--- src/rtl/bp_be_fcsr_commit.sv ---
// bp_be_fcsr_commit
// Backend owner of the RISC-V fcsr (fflags + frm). Hands the dynamic rounding
// mode to the FP pipe. Carries each FP result's exception flags through a
// shadow pipeline of commit_depth_p stages. Flags are OR-ed stickily into
// fflags at the commit point. Also services CSR reads and writes of fflags
// (0x001), frm (0x002) and fcsr (0x003).
//
// Optional feature: define BP_BE_FCSR_COMMIT_BYPASS_EN so that reads of the
// fflags field also include the flags committing in the same cycle. Without
// the macro, reads come from the architectural registers only.

module bp_be_fcsr_commit #(
    parameter int commit_depth_p = 3
) (
    input  logic        clk_i,
    input  logic        reset_i,
    input  logic        fflags_v_i,
    input  logic [4:0]  fflags_i,
    input  logic        stall_i,
    input  logic        flush_i,
    input  logic        csr_w_v_i,
    input  logic [11:0] csr_addr_i,
    input  logic [63:0] csr_data_i,
    output logic [63:0] csr_data_o,
    output logic [2:0]  frm_o,
    output logic        frm_illegal_o,
    output logic        fs_dirty_o
);

    localparam logic [11:0] addr_fflags_lp = 12'h001;
    localparam logic [11:0] addr_frm_lp    = 12'h002;
    localparam logic [11:0] addr_fcsr_lp   = 12'h003;

    logic [commit_depth_p-1:0] shadow_v_r;
    logic [4:0]                shadow_flags_r [commit_depth_p];

    logic [4:0] fflags_r;
    logic [2:0] frm_r;
    logic       frm_illegal_r;
    logic       fs_dirty_r;

    logic       last_v_s;
    logic [4:0] last_flags_s;
    logic       commit_s;
    logic       wr_fflags_s;
    logic       wr_frm_s;
    logic [4:0] fflags_next_s;
    logic [2:0] frm_next_s;
    logic       dirty_next_s;
    logic [4:0] fflags_rd_s;
    logic [63:0] csr_data_s;

    assign last_v_s     = shadow_v_r[commit_depth_p-1];
    assign last_flags_s = shadow_flags_r[commit_depth_p-1];
    // The oldest entry retires only when the pipe advances and is not being killed.
    assign commit_s     = last_v_s & ~stall_i & ~flush_i;
    assign wr_fflags_s  = csr_w_v_i & ((csr_addr_i == addr_fflags_lp) | (csr_addr_i == addr_fcsr_lp));
    assign wr_frm_s     = csr_w_v_i & ((csr_addr_i == addr_frm_lp) | (csr_addr_i == addr_fcsr_lp));

    // Shadow shift register: flush empties it, stall freezes it, otherwise shift by one.
    always_ff @(posedge clk_i or negedge reset_i) begin
        if (!reset_i) begin
            shadow_v_r <= '0;
            for (int k = 0; k < commit_depth_p; k++) begin
                shadow_flags_r[k] <= 5'd0;
            end
        end else if (flush_i) begin
            shadow_v_r <= '0;
            for (int k = 0; k < commit_depth_p; k++) begin
                shadow_flags_r[k] <= 5'd0;
            end
        end else if (!stall_i) begin
            shadow_v_r[0]     <= fflags_v_i;
            shadow_flags_r[0] <= fflags_v_i ? fflags_i : 5'd0;
            for (int k = 1; k < commit_depth_p; k++) begin
                shadow_v_r[k]     <= shadow_v_r[k-1];
                shadow_flags_r[k] <= shadow_flags_r[k-1];
            end
        end else begin
            shadow_v_r <= shadow_v_r;
        end
    end

    // Next architectural fcsr state. A write to fflags discards a same-cycle commit,
    // because the committing FP op is older than the CSR instruction.
    // A frm-only write leaves the commit intact.
    always_comb begin
        fflags_next_s = fflags_r;
        frm_next_s    = frm_r;
        dirty_next_s  = 1'b0;
        if (wr_fflags_s) begin
            fflags_next_s = csr_data_i[4:0];
        end else if (commit_s) begin
            fflags_next_s = fflags_r | last_flags_s;
        end else begin
            fflags_next_s = fflags_r;
        end
        if (wr_frm_s) begin
            frm_next_s = (csr_addr_i == addr_fcsr_lp) ? csr_data_i[7:5] : csr_data_i[2:0];
        end else begin
            frm_next_s = frm_r;
        end
        if (wr_fflags_s || wr_frm_s) begin
            dirty_next_s = 1'b1;
        end else if (commit_s && ((last_flags_s & ~fflags_r) != 5'd0)) begin
            dirty_next_s = 1'b1;
        end else begin
            dirty_next_s = 1'b0;
        end
    end

    // Architectural fcsr registers and registered status outputs.
    always_ff @(posedge clk_i or negedge reset_i) begin
        if (!reset_i) begin
            fflags_r      <= 5'd0;
            frm_r         <= 3'd0;
            frm_illegal_r <= 1'b0;
            fs_dirty_r    <= 1'b0;
        end else begin
            fflags_r      <= fflags_next_s;
            frm_r         <= frm_next_s;
            frm_illegal_r <= (frm_next_s >= 3'd5);
            fs_dirty_r    <= dirty_next_s;
        end
    end

`ifdef BP_BE_FCSR_COMMIT_BYPASS_EN
    assign fflags_rd_s = fflags_r | (commit_s ? last_flags_s : 5'd0);
`else
    assign fflags_rd_s = fflags_r;
`endif

    // CSR read mux; unknown addresses read as zero.
    always_comb begin
        csr_data_s = 64'd0;
        case (csr_addr_i)
            addr_fflags_lp: csr_data_s = {59'd0, fflags_rd_s};
            addr_frm_lp:    csr_data_s = {61'd0, frm_r};
            addr_fcsr_lp:   csr_data_s = {56'd0, frm_r, fflags_rd_s};
            default:        csr_data_s = 64'd0;
        endcase
    end

    assign csr_data_o    = csr_data_s;
    assign frm_o         = frm_r;
    assign frm_illegal_o = frm_illegal_r;
    assign fs_dirty_o    = fs_dirty_r;

endmodule

--- config.mk ---
export PLATFORM = sky130hd
export DESIGN_NAME = bp_be_fcsr_commit
export DESIGN_NICKNAME = d
export VERILOG_FILES = /design/src/rtl/bp_be_fcsr_commit.sv
export SDC_FILE = /design/constraint.sdc
export NUM_CORES = 1
export LEC_CHECK = 0
export CAP_MARGIN = 20
export CORE_UTILIZATION = 33
export CTS_BUF_LIST = sky130_fd_sc_hd__clkbuf_4
export CTS_CLUSTER_DIAMETER = 120
export CTS_CLUSTER_SIZE = 30
export DETAILED_ROUTE_END_ITERATION = 7
export PLACE_DENSITY = 0.83
export SYNTH_ARGS = -nofsm -noshare
export SYNTH_HDL_FRONTEND = slang
export SYNTH_SLANG_ARGS = --single-unit
export TNS_END_PERCENT = 100
--- constraint.sdc ---
create_clock -name clk_i -period 2.1 [get_ports clk_i]
set_input_delay 0.315 -clock clk_i [delete_from_list [all_inputs] [get_ports clk_i]]
set_output_delay 0.315 -clock clk_i [all_outputs]
set_load 0.05 [all_outputs]
# == After elaboration in Yosys (flattened, before gate mapping) ==
# Cells that the tools add are included.
# op_classes
addsub,0
mul,0
n_div,0
magnitude_cmp,1
eq_ne,4
n_shift,0
n_mux,12
n_bitwise,11
reduce_logical,4
# ops
cell,n
$mux W15,2
$eq A12 B2 Y1 const B,2
$pmux W8 S3,1
$mux W5,3
$eq A12 B1 Y1 const B,1
$mux W3,4
$and A5 B5 Y5,1
$not A5 Y5,1
$or A5 B5 Y5,1
$reduce_bool A5 Y1,1
$and A1 B1 Y1,4
$ge A3 B3 Y1 const B,1
$mux W1,2
$ne A2 B1 Y1 const B,1
$not A1 Y1,2
$or A1 B1 Y1,2
$reduce_bool A2 Y1,1
$logic_and A1 B1 Y1,1
$logic_or A1 B1 Y1,1
# word_totals
register_bits,28
latchBits,0
ram_bits,0
mem_bits_ro,0
in_bits,87
output_inout_bits,69
elab_cells,40
mem_count,0

# == Depth between registers and ports, before layout ==
# depth
ltp_word,6
mapped_depth,6
ltp_nobuf,4

# == Worst setup path before layout ==
# OpenSTA, ideal clock, no wires.
# synth_path
kind,input-to-output
startpoint,input csr_addr_i[5]
endpoint,output csr_data_o[5]
arrival_ps,1749
required_ps,1785
setup_slack_ps,36
cell_stages,3
n_path_buf,0
cell_sequence,or4_4 nor4b_1 and2_1
# synth_via
elab_chain_cells,2
word_cells_on_any_way,4
cone_classes,3 x eq/ne; 1 x mux
# synth_rtl
element,line_no,rtl
"start, declared",22,"input logic [11:0] csr_addr_i,"
$eq A12 B2 Y1 / $eq A12 B1 Y1 (equally long branches),136,case (csr_addr_i)
$pmux W8 S3 (*),136,
"end, declared",24,"output logic [63:0] csr_data_o,"
# Every way passes the cells marked *; elsewhere a longest branch is shown, timed or not.

# == Worst setup path after layout ==
# layout_path
startpoint,input csr_addr_i[8]
endpoint,output csr_data_o[5]
# Same word-level chain as after synthesis.

==> impl_metrics.toml <==
[timing]
rsz0062_at_grt = "no"
period_needed_ps = 2063
drv_slew = 0
setup_ws_ps = 37.06
worstMarginPinSlew_ps = 499.8
fmax_mhz = 484.7
slew_headroom_pct = 66.58
hold_violations = 0
fin_tns_setup_ps = 0
skew_ps = 1.266
setup_violations = 0
post-route-period-util_pct = 98.24

[critical_path]
path_class = "input port to output pin"
worst_ep_required_time_ps = 1780
worst_setup_path_start_kind = "input port"
crit_fanout = 4
worstPathArrival_ps = 1750
crit_path_end_kind = "output pin"

[outcome]
status = "completed"

[cells_and_area]
area_growth_pct = 25.89
finalInstanceArea_um2 = 2293
drive_gt1_share_pct = 15.81
fin_util_pct = 44.06
fin_nets = 341
finalNonFillerCells = 323
diodes = 0

[logic_synthesis]
syn_area_per_cell_um2 = 8.974
synth-edff-count = 0
async_flop_share_pct = 100.0
synth-seq-cells = 28
syn-cell-area_um2 = 1822
synth_common_cells = "56 x buf_4, 33 x nor2_1, 28 x dfrtp_1"
synth_area_leaders = "dfrtp_1 38%, buf_4 23%, mux2i_1 7.1%"
post-synth-top-count-cell = "buf_4"
synth-main-ff-cell = "dfrtp_1"
synthDistinctLibCells = 30
synth_seq_area_share_pct = 38.46
synth_warnings = 0
syn-instance-count = 203
synth_top_cell_area_share_pct = 38.46
synth.largest_area_cell = "dfrtp_1"

[routing]
viasPerCell = 4.313
ant_nets = 0
drt_iter0_markers = 37
drtPass1Iterations = 4
drc = 0
routedWlPerCell_um = 11.02
wl_um = 3558
vias = 1393

[clocking]
path_clk_slew_ps = 140
cts_buffers = 3
cts_setup_buffers = 0
clk_latency_ps = 320
root_buffer = "clkbuf_4"
cts.path.max_buffers = 2
cts_sinks = 28
postCtsHoldBufs = 0
cts_tree = "yes"
htreeDepth = 1

[floorplanning]
die_area_um2 = 5822
die_w_um = 76.30
initial_core_util_pct = 35.00
core_area_um2 = 5205
num_rows = 26
ios = 156
die_h_um = 76.30

[global_route]
grt_max_degree = 29
grt_pass1_vias = 1284
grt_first_pass_wirelength_um = 5878
grt.overflow.total = 0
antenna_found_initial = 0
track_usage_pct = 12.35

[hold_path]
hold_path_class = "input port to asynchronous set/reset pin"

[power]
p_leak_nw = 1.126
vdd_drop_max_mv = 0.3047
powerDensity_nw_per_um2 = 493.8

[placed_design]
placed_cell_area_um2 = 2255
routabilityCongestion = 0.8462
numPlacedInstances = 319
dpl.hpwl_um = 2843
pre_cts_slack_ps = -350.3
port_buffers = 43

[flow_run]
drv_cap = 0
power breakdown:
part / total (W) / switching [W] / internal (W)
Combinational: 0.000358 / 0.000282 / 0.0000759
Sequential: 0.000556 / 0.00000697 / 0.000549
Clock: 0.000218 / 0.000148 / 0.0000697
final cells by class:
cell class              count  area (um^2)
repair buffers             54        575.6
fillers                   513         2912
clock inverters             1        3.754
clock buffers               3        22.52
inverters                   5        18.77
flip-flops and latches     28        700.7
well taps                  70        87.58
multi-input cells         162        884.6
routing by layer:
layer  up-vias  routed length, um  track usage (%)
li1        666                  -                -
met1       651               1458            14.90
met2        74               1787            21.71
met3         2                297            3.353
met4         0                 14            2.885
met5         -                  0                0
through the flow:
| step | total power (W) | hold slack, ps |
|---|---|---|
| 3_5_place_dp | 0.0009263 | 507.1 |
| 5_1_grt | 0.001186 | 364.4 |
| 4_1_cts | 0.001141 | 362.6 |
| 3_3_place_gp | 0.0009225 | 494.6 |
| 2_1_floorplan | 0.0009156 | 19.41 |
| 6_report | 0.001132 | 350.8 |
cells by family (layout without fill, tap and decap cells):
kind of cell           after synthesis  count (layout)  share of synthesized area, %
AOI/OAI and AO/OA                   26              26                         8.173
buffers and inverters               68              63                         25.96
DFF                                 28              28                         38.46
muxes                               18              18                         10.23
other                                1              56                        0.2058
and+or+nand+nor                     62              62                         16.96
registers in the layout (all words and copies together) (netlist names):
signal / count
fflags_r: 5
frm_illegal_o: 1
frm_o: 3
fs_dirty_o: 1
last_flags_s: 5
shadow_flags_r: 10
shadow_v_r: 3
cell usage in the layout, fill, tap and decap left out, types with 5 or more instances in the layout:
master           netlist  final
buf_4                 56     11
clkdlybuf4s50_1        0     27
inv_1                  5      5
conb_1                 1     56
mux2i_1               13     13
dfrtp_1               28     28
nor2_1                33     33
buf_12                 0      8
a21oi_1               16     16
mux2_2                 5      5
nand2_1                6      6
critical path: stages:
cell and delay (ps):
clkdlybuf4s15_1 180, or4_4 580, nor4b_4 230, buf_4 160
and2_4 150, buf_12 130
what timing repair did:
action | CTS | global route
pin swaps | 3 | 3
endpoints found under the setup margin | 5 | 3
gates resized for setup | 21 | 4
path summary, 6_finish.rpt:
path	to	slack, ps	cells past startpoint	from
min in group clk_i	fflags_r[2]$_DFFE_PN0P_	540	4	csr_addr_i[10]
max reg2reg	fflags_r[1]$_DFFE_PN0P_	1040	4	shadow_v_r[2]$_DFFE_PN0P_
min	shadow_v_r[0]$_DFFE_PN0P_	350	2	reset_i
max	csr_data_o[5]	40	6	csr_addr_i[8]
min reg2reg	shadow_flags_r[10]$_DFFE_PN0P_	540	2	shadow_flags_r[10]$_DFFE_PN0P_
max in group asynchronous	frm_illegal_o$_DFF_PN0_	1500	2	reset_i
(Power assumes the default switching activity.)
